**config.mk**
```make
export PLATFORM = sky130hd
export DESIGN_NAME = rega_sequencer
export DESIGN_NICKNAME = d
export VERILOG_FILES = /design/src/rtl/rega_pkg.sv /design/src/rtl/rega_timer.sv /design/src/rtl/rega_sequencer.sv
export SDC_FILE = /design/constraint.sdc
export NUM_CORES = 1
export LEC_CHECK = 0
export CAP_MARGIN = 20
export CORE_UTILIZATION = 45
export CTS_BUF_LIST = sky130_fd_sc_hd__clkbuf_16
export DETAILED_ROUTE_END_ITERATION = 8
export PLACE_DENSITY = 0.69
export SYNTH_ARGS = -nofsm -noshare
export SYNTH_HDL_FRONTEND = slang
export SYNTH_SLANG_ARGS = --single-unit
```
**constraint.sdc**
```tcl
create_clock -name clk -period 3.4 [get_ports clk]
set_clock_uncertainty 0.15 [all_clocks]
set_input_delay 1.02 -clock clk [delete_from_list [all_inputs] [get_ports clk]]
set_output_delay 1.02 -clock clk [all_outputs]
set_load 0.02 [all_outputs]
```
**src/rtl/rega_pkg.sv**
```systemverilog
// Shared types and encodings for the irrigation sequencer.
package rega_pkg;

  typedef enum logic [2:0] {
    ST_IDLE,
    ST_FILL,
    ST_CLEAN,
    ST_IRRIGATE,
    ST_FAULT
  } state_e;

  typedef enum logic {
    MODE_ASP,
    MODE_GOT
  } mode_e;

  localparam logic [1:0] MEF_IDLE     = 2'b00;
  localparam logic [1:0] MEF_FILL     = 2'b01;
  localparam logic [1:0] MEF_CLEAN    = 2'b10;
  localparam logic [1:0] MEF_IRRIGATE = 2'b11;
  localparam logic [1:0] MEF_FAULT    = 2'b00;

  localparam logic [1:0] LIMP_NONE  = 2'b00;
  localparam logic [1:0] LIMP_ADUBO = 2'b01;
  localparam logic [1:0] LIMP_FLUSH = 2'b10;

  // FAULT shares code 00 with IDLE; the validator tells them apart via fault.
  function automatic logic [1:0] mef_code(input state_e s);
    logic [1:0] code;
    code = MEF_IDLE;
    case (s)
      ST_IDLE:     code = MEF_IDLE;
      ST_FILL:     code = MEF_FILL;
      ST_CLEAN:    code = MEF_CLEAN;
      ST_IRRIGATE: code = MEF_IRRIGATE;
      ST_FAULT:    code = MEF_FAULT;
      default:     code = MEF_IDLE;
    endcase
    return code;
  endfunction

endpackage

```
**src/rtl/rega_timer.sv**
```systemverilog
// Saturating up-counter with synchronous clear, enable-to-count and a
// terminal flag against a runtime limit.
module rega_timer #(
  parameter int CNT_W = 8
) (
  input  logic             clk,
  input  logic             reset,
  input  logic             clr_i,
  input  logic             en_i,
  input  logic [CNT_W-1:0] limit_i,
  output logic             tc_o
);

  logic [CNT_W-1:0] cnt_q;

  // Count register: clear wins over enable, never wraps past all-ones.
  always_ff @(posedge clk or posedge reset) begin
    if (reset) begin
      cnt_q <= '0;
    end else if (clr_i) begin
      cnt_q <= '0;
    end else if (en_i && (cnt_q != {CNT_W{1'b1}})) begin
      cnt_q <= cnt_q + 1'b1;
    end
  end

  assign tc_o = (cnt_q == limit_i);

endmodule

```
**src/rtl/rega_sequencer.sv**
```systemverilog
// Irrigation sequencer: arbitrates sprinkler/drip/fertilize requests, fills
// the tank when low, times each run and drives the flush after drip runs.
//
// state       | meaning
// ------------+----------------------------------------------------
// ST_IDLE     | waiting; arbitrates pending requests
// ST_FILL     | tank valve open, irrigation timer held
// ST_IRRIGATE | asp or got command active, irrigation timer running
// ST_CLEAN    | flush (after drip) or fertilize phase
// ST_FAULT    | all commands off until clr_fault
module rega_sequencer
  import rega_pkg::*;
#(
  parameter int REGA_CYCLES    = 16,
  parameter int LIMPEZA_CYCLES = 8,
  parameter int FILL_TIMEOUT   = 32,
  parameter int CNT_W          = 8
) (
  input  logic       clk,
  input  logic       reset,
  input  logic       req_asp,
  input  logic       req_got,
  input  logic       req_adubo,
  input  logic       nivel_ok,
  input  logic       nivel_cheio,
  input  logic       stop,
  input  logic       erro_in,
  input  logic       clr_fault,
  output logic       asp,
  output logic       got,
  output logic       ve,
  output logic [1:0] limpeza,
  output logic [1:0] mef,
  output logic       busy,
  output logic       fault
);

  localparam logic [CNT_W-1:0] REGA_LIM  = CNT_W'(REGA_CYCLES - 1);
  localparam logic [CNT_W-1:0] LIMP_LIM  = CNT_W'(LIMPEZA_CYCLES - 1);
  localparam logic [CNT_W-1:0] FILL_LIM  = CNT_W'(FILL_TIMEOUT - 1);

  state_e     state_q, state_d;
  mode_e      mode_q, mode_d;
  logic [1:0] limp_q, limp_d;
  logic       pend_asp_q, pend_asp_d;
  logic       pend_got_q, pend_got_d;
  logic       pend_adubo_q, pend_adubo_d;

  logic       asp_q, got_q, ve_q, busy_q, fault_q;
  logic [1:0] limpeza_q, mef_q;
  logic       asp_d, got_d, ve_d, busy_d, fault_d;
  logic [1:0] limpeza_d, mef_d;

  logic             run_clr, run_en, run_tc;
  logic [CNT_W-1:0] run_lim;
  logic             fill_tc;
  logic             eff_asp, eff_got, eff_adubo;

  // One run timer serves IRRIGATE (held through FILL) and CLEAN.
  assign run_lim = (state_q == ST_CLEAN) ? LIMP_LIM : REGA_LIM;

  rega_timer #(.CNT_W(CNT_W)) u_run_tmr (
    .clk     (clk),
    .reset   (reset),
    .clr_i   (run_clr),
    .en_i    (run_en),
    .limit_i (run_lim),
    .tc_o    (run_tc)
  );

  // Fill timeout counts only while in FILL; it must not disturb the held run time.
  rega_timer #(.CNT_W(CNT_W)) u_fill_tmr (
    .clk     (clk),
    .reset   (reset),
    .clr_i   (state_q != ST_FILL),
    .en_i    (state_q == ST_FILL),
    .limit_i (FILL_LIM),
    .tc_o    (fill_tc)
  );

  // Next-state, pending-flag and registered-output decode.
  always_comb begin
    state_d      = state_q;
    mode_d       = mode_q;
    limp_d       = limp_q;
    pend_asp_d   = pend_asp_q;
    pend_got_d   = pend_got_q;
    pend_adubo_d = pend_adubo_q;
    run_clr      = 1'b0;
    run_en       = 1'b0;
    eff_asp      = pend_asp_q | req_asp;
    eff_got      = pend_got_q | req_got;
    eff_adubo    = pend_adubo_q | req_adubo;

    case (state_q)
      ST_IDLE: begin
        run_clr = 1'b1;
        if (eff_asp) begin
          mode_d  = MODE_ASP;
          state_d = nivel_ok ? ST_IRRIGATE : ST_FILL;
        end else if (eff_got) begin
          mode_d  = MODE_GOT;
          state_d = nivel_ok ? ST_IRRIGATE : ST_FILL;
        end else if (eff_adubo) begin
          limp_d  = LIMP_ADUBO;
          state_d = ST_CLEAN;
        end
      end
      ST_FILL: begin
        if (erro_in) begin
          state_d = ST_FAULT;
        end else if (stop) begin
          state_d = ST_IDLE;
          run_clr = 1'b1;
          if (mode_q == MODE_ASP) pend_asp_d = 1'b0;
          else                    pend_got_d = 1'b0;
        end else if (nivel_cheio) begin
          state_d = ST_IRRIGATE;
        end else if (fill_tc) begin
          state_d = ST_FAULT;
        end
      end
      ST_IRRIGATE: begin
        if (erro_in) begin
          state_d = ST_FAULT;
        end else if (stop) begin
          state_d = ST_IDLE;
          run_clr = 1'b1;
          if (mode_q == MODE_ASP) pend_asp_d = 1'b0;
          else                    pend_got_d = 1'b0;
        end else if (run_tc) begin
          run_clr = 1'b1;
          if (mode_q == MODE_GOT) begin
            pend_got_d = 1'b0;
            limp_d     = LIMP_FLUSH;
            state_d    = ST_CLEAN;
          end else begin
            pend_asp_d = 1'b0;
            state_d    = ST_IDLE;
          end
        end else begin
          // Counting on the edge that leaves for FILL keeps the total on-time exact.
          run_en = 1'b1;
          if (!nivel_ok) state_d = ST_FILL;
        end
      end
      ST_CLEAN: begin
        if (erro_in) begin
          state_d = ST_FAULT;
        end else if (stop || run_tc) begin
          state_d = ST_IDLE;
          run_clr = 1'b1;
          if (limp_q == LIMP_ADUBO) pend_adubo_d = 1'b0;
        end else begin
          run_en = 1'b1;
        end
      end
      ST_FAULT: begin
        run_clr = 1'b1;
        if (clr_fault) state_d = ST_IDLE;
      end
      default: state_d = ST_IDLE;
    endcase

    if (state_d == ST_FAULT) begin
      pend_asp_d   = 1'b0;
      pend_got_d   = 1'b0;
      pend_adubo_d = 1'b0;
      run_clr      = 1'b1;
    end else if (state_q != ST_FAULT) begin
      pend_asp_d   = pend_asp_d | req_asp;
      pend_got_d   = pend_got_d | req_got;
      pend_adubo_d = pend_adubo_d | req_adubo;
    end

    asp_d     = (state_d == ST_IRRIGATE) && (mode_d == MODE_ASP);
    got_d     = (state_d == ST_IRRIGATE) && (mode_d == MODE_GOT);
    ve_d      = (state_d == ST_FILL);
    limpeza_d = (state_d == ST_CLEAN) ? limp_d : LIMP_NONE;
    mef_d     = mef_code(state_d);
    busy_d    = (state_d != ST_IDLE);
    fault_d   = (state_d == ST_FAULT);
  end

  // State, mode, pending flags and registered outputs.
  always_ff @(posedge clk or posedge reset) begin
    if (reset) begin
      state_q      <= ST_IDLE;
      mode_q       <= MODE_ASP;
      limp_q       <= LIMP_NONE;
      pend_asp_q   <= 1'b0;
      pend_got_q   <= 1'b0;
      pend_adubo_q <= 1'b0;
      asp_q        <= 1'b0;
      got_q        <= 1'b0;
      ve_q         <= 1'b0;
      limpeza_q    <= LIMP_NONE;
      mef_q        <= MEF_IDLE;
      busy_q       <= 1'b0;
      fault_q      <= 1'b0;
    end else begin
      state_q      <= state_d;
      mode_q       <= mode_d;
      limp_q       <= limp_d;
      pend_asp_q   <= pend_asp_d;
      pend_got_q   <= pend_got_d;
      pend_adubo_q <= pend_adubo_d;
      asp_q        <= asp_d;
      got_q        <= got_d;
      ve_q         <= ve_d;
      limpeza_q    <= limpeza_d;
      mef_q        <= mef_d;
      busy_q       <= busy_d;
      fault_q      <= fault_d;
    end
  end

  assign asp     = asp_q;
  assign got     = got_q;
  assign ve      = ve_q;
  assign limpeza = limpeza_q;
  assign mef     = mef_q;
  assign busy    = busy_q;
  assign fault   = fault_q;

  a_cmd_excl: assert property (@(posedge clk) disable iff (reset)
    $onehot0({asp_q, got_q, ve_q}));

endmodule
```
==> impl_metrics.csv, run 1 <==
group,metric,value,unit
placement,gp_routability_congestion,0.823,
sta,post-route-min-period,2.94,ns
detailed_routing,vias_per_cell,6.19,
cts,cts.path.max_buffers,2,
pwr,leakage,0.936,nW
placement,detailedPlace.worstSlack,0.168,ns
setup_path,timing_worst_setup_path_type,"in2reg",
grt,grt-ovfl-total,0,
logic_synthesis,yosys.area.top_type,"sky130_fd_sc_hd__dfrtp_1",
cts,cts_post_setup_buffers_inserted,0,
sta,final.period_utilization,0.865,
floorplan,ios,19,
setup_path,worstPathArrival,2.93,ns
logic_synthesis,synth_top_area_share,0.452,
logic_synthesis,synth.cells.most_frequent,"sky130_fd_sc_hd__dfrtp_1 (34), sky130_fd_sc_hd__a21oi_1 (13), sky130_fd_sc_hd__nand2_1 (13)",
hold_path,hold_crit_class,"reg2reg",
logic_synthesis,number_of_synthesized_flops_with_an_enable_pin,0,
floorplan,core_area,0.00400,mm^2
floorplan,floorplan.die_area,0.00445,mm^2
grt,initial_antenna_violation_count,0,
logic_synthesis,synth_instances,188,
setup_path,critical_path_peak_fanout,7,
cts,clock_tree.root_cell,"sky130_fd_sc_hd__clkbuf_16",
logic_synthesis,synthesis.area_per_instance,10.0,um^2
logic_synthesis,synth.ff_latch_count,34,
sta,worst_slew_pin_slew,0.639,ns
detailed_routing,remaining_drc_errors,0,
sta,final_hold_slack,0.378,ns
grt,grt_pass1_vias,1501,
detailed_routing,antenna_violating_nets_post_route,0,
detailed_routing,wl_met3,216,um
finish,utilization,0.580,
pwr,vdd.ir_drop.worst,449,uV
logic_synthesis,synth_most_common_cell,"sky130_fd_sc_hd__dfrtp_1",
sta,slew_violations,0,
sta,grt_setup_unrepaired,"false",
setup_path,critical_path.reg2reg.startpoint,"state_q[0]",
finish,flow.area_growth_from_synthesis,23.1,%
sta,timing.fmax,0.340,GHz
finish,post_route_cells_drive_above_1_share,0.136,
floorplan,core.rowCount,23,
cts,post_cts_hold_buffer_count,0,
logic_synthesis,postSynth.topFlopCell,"sky130_fd_sc_hd__dfrtp_1",
setup_path,crit_path_start_kind,"input port",
grt,grt_util_all_layers,0.209,
hold_path,timing.hold.worst.start,"limp_q[1]",
cts,cts-buffers-inserted,5,
logic_synthesis,synth_cell_type_count,52,
grt,grt_max_degree,35,
sta,slew_headroom,0.571,
cts,cts_sinks,34,
logic_synthesis,synth_seq_area_share,0.452,
logic_synthesis,yosysWarnings,0,
placement,portBuffers,18,
cts,htree_num_levels,2,
detailed_routing,vias,1635,
cts,cts.clk_slew.worst_paths,0.06,ns
setup_path,timing.critical_path.required,3.39,ns
cts,clock_latency_reported_for_the_late_side_of_the_worst_skew_pair,0.28,ns
detailed_routing,highest_layer,"met4",
finish,filler_cell_count,334,
logic_synthesis,synth.cell_area,0.00188,mm^2
pwr,power.density_cell_area,703,mW/mm^2
sta,final-setup-viol-count,0,
placement,hpwl_reported_at_the_end_of_detailed_placement,3000,um
sta,post-route-worst-setup-slack,0.460,ns
grt,global_route_wire_length_before_repair,6850,um
pwr,power,0.00163,W
detailed_routing,met2_length,2040,um
sta,hold_viol,0,
finish,number_of_antenna_diodes,0,
cts,cts_repair_resize_count,0,
detailed_routing,dr.pass1.iters,4,
detailed_routing,finalWirelength,4220,um
logic_synthesis,asyncSetResetFlopFracSynth,1.00,
detailed_routing,wirelength_met1,1880,um
run_status,status,"finished, final reports clean",
logic_synthesis,netlist_top_cells_area,"sky130_fd_sc_hd__dfrtp_1 (45%), sky130_fd_sc_hd__a21oi_1 (3.5%), sky130_fd_sc_hd__nand2_1 (2.6%), sky130_fd_sc_hd__nand4_1 (2.3%), sky130_fd_sc_hd__nor2_1 (2.2%)",
setup_path,crit_end_category,"register",
sta,setup_tns,0,ns
detailed_routing,avgRoutedWirePerCell,16.0,um
detailed_routing,dr.first_iter.drc_count,97,
logic_synthesis,synth_nets,200,
floorplan,initial_utilization,0.471,
setup_path,worstSetupStartpoint,"req_asp",
flow_run,max_cap_violations,0,
floorplan,die_h,66.7,um
floorplan,die_width,66.7,um
finish,layout.nets,225,
cts,tritoncts,"yes",
[layout make-up]
type | instances | area [um^2] | share of cell area
Tap cell | 50 | 62.6 | 0.0270
Timing Repair Buffer | 25 | 233 | 0.100
Multi-Input combinational cell | 140 | 977 | 0.421
Inverter | 7 | 26.3 | 0.0113
Sequential cell | 34 | 851 | 0.367
Clock buffer | 5 | 125 | 0.0539
Clock inverter | 3 | 45.0 | 0.0194
[worst max-delay path: stages]
cell                              delay [ns]
sky130_fd_sc_hd__clkdlybuf4s50_1        0.44
sky130_fd_sc_hd__nor4_1                 0.42
sky130_fd_sc_hd__mux2_2                 0.40
sky130_fd_sc_hd__a211oi_2               0.49
sky130_fd_sc_hd__nand4bb_1              0.15
[cells in the final DEF (no fill, tap or decap), types with 3 or more instances in the layout]
| cell | n |
|---|---|
| sky130_fd_sc_hd__dfrtp_1 | 34 |
| sky130_fd_sc_hd__clkdlybuf4s50_1 | 18 |
| sky130_fd_sc_hd__nand2_1 | 13 |
| sky130_fd_sc_hd__a21oi_1 | 13 |
| sky130_fd_sc_hd__nor2_1 | 11 |
| sky130_fd_sc_hd__o21ai_0 | 8 |
| sky130_fd_sc_hd__nor3_1 | 8 |
| sky130_fd_sc_hd__nand4_1 | 7 |
| sky130_fd_sc_hd__buf_4 | 7 |
| sky130_fd_sc_hd__nand3_1 | 6 |
| sky130_fd_sc_hd__inv_1 | 6 |
| sky130_fd_sc_hd__a211oi_1 | 5 |
| sky130_fd_sc_hd__nor4_1 | 5 |
| sky130_fd_sc_hd__clkbuf_16 | 5 |
| sky130_fd_sc_hd__xor2_1 | 4 |
| sky130_fd_sc_hd__and4_1 | 3 |
| sky130_fd_sc_hd__a31oi_1 | 3 |
| sky130_fd_sc_hd__or4_1 | 3 |
| sky130_fd_sc_hd__and2_1 | 3 |
| sky130_fd_sc_hd__nor2b_1 | 3 |
| sky130_fd_sc_hd__a211o_1 | 3 |
| sky130_fd_sc_hd__a211oi_2 | 3 |
[registers in the layout (all words and copies together) (netlist names), 2 cells and up]
name              count
u_fill_tmr.cnt_q      8
u_run_tmr.cnt_q       8
state_q               3
limp_q                2
limpeza               2
mef                   2
[cell families (layout without fill, tap and decap cells)]
family / count (synthesis) / after routing / share of synthesized area
XOR/XNOR: 4 / 4 / 0.0186
AND/OR/NAND/NOR: 81 / 81 / 0.274
flip-flops: 34 / 34 / 0.452
multiplexers: 2 / 2 / 0.0113
buffers and inverters: 14 / 40 / 0.0299
AO/OA/AOI/OAI: 51 / 51 / 0.202
adder cells (fa/ha/maj): 2 / 2 / 0.0133
[report_power, final]
part           switching (W)  internal, W
combinational       0.000303     0.000219
clock               0.000172     0.000345
sequential         0.0000953     0.000496
total               0.000569      0.00106
[final timing paths]
check | end | slack [ns] | depth (start not counted)
setup / recovery | busy | 0.46 | 5
hold / removal | limp_q[1] | 0.38 | 2
setup reg to reg | u_run_tmr.cnt_q[2] | 0.95 | 4
hold reg to reg | limp_q[1] | 0.38 | 2
max in group asynchronous | u_run_tmr.cnt_q[4] | 1.79 | 3
min in group asynchronous | mef[0] | 1.00 | 3
[metal layers]
metal | vias up | GRT usage
met4 | 0 | 0.109
met3 | 8 | 0.0411
met5 | - | 0
met2 | 58 | 0.326
met1 | 794 | 0.271
li1 | 775 | -
[through the flow]
stage | cell area (um^2) | instances
after global placement | 2150 | 256
final | 2320 | 264
after floorplan | 1880 | 188
after detailed placement | 2150 | 256
after global routing | 2320 | 264
after CTS | 2320 | 264
Note: power is estimated with default switching activity, not from simulation.
==> inputs of run 2 (changes only) <==
--- a/config.mk
+++ b/config.mk
@@ -5,6 +5,7 @@
 export SDC_FILE = /design/constraint.sdc
 export NUM_CORES = 1
 export LEC_CHECK = 0
+export ABC_CLOCK_PERIOD_IN_PS = 3400
 export CAP_MARGIN = 20
 export CORE_UTILIZATION = 45
 export CTS_BUF_LIST = sky130_fd_sc_hd__clkbuf_16
==> results of run 2 <==
No change in the layout: final DEF, timing and power equal those of run 1.
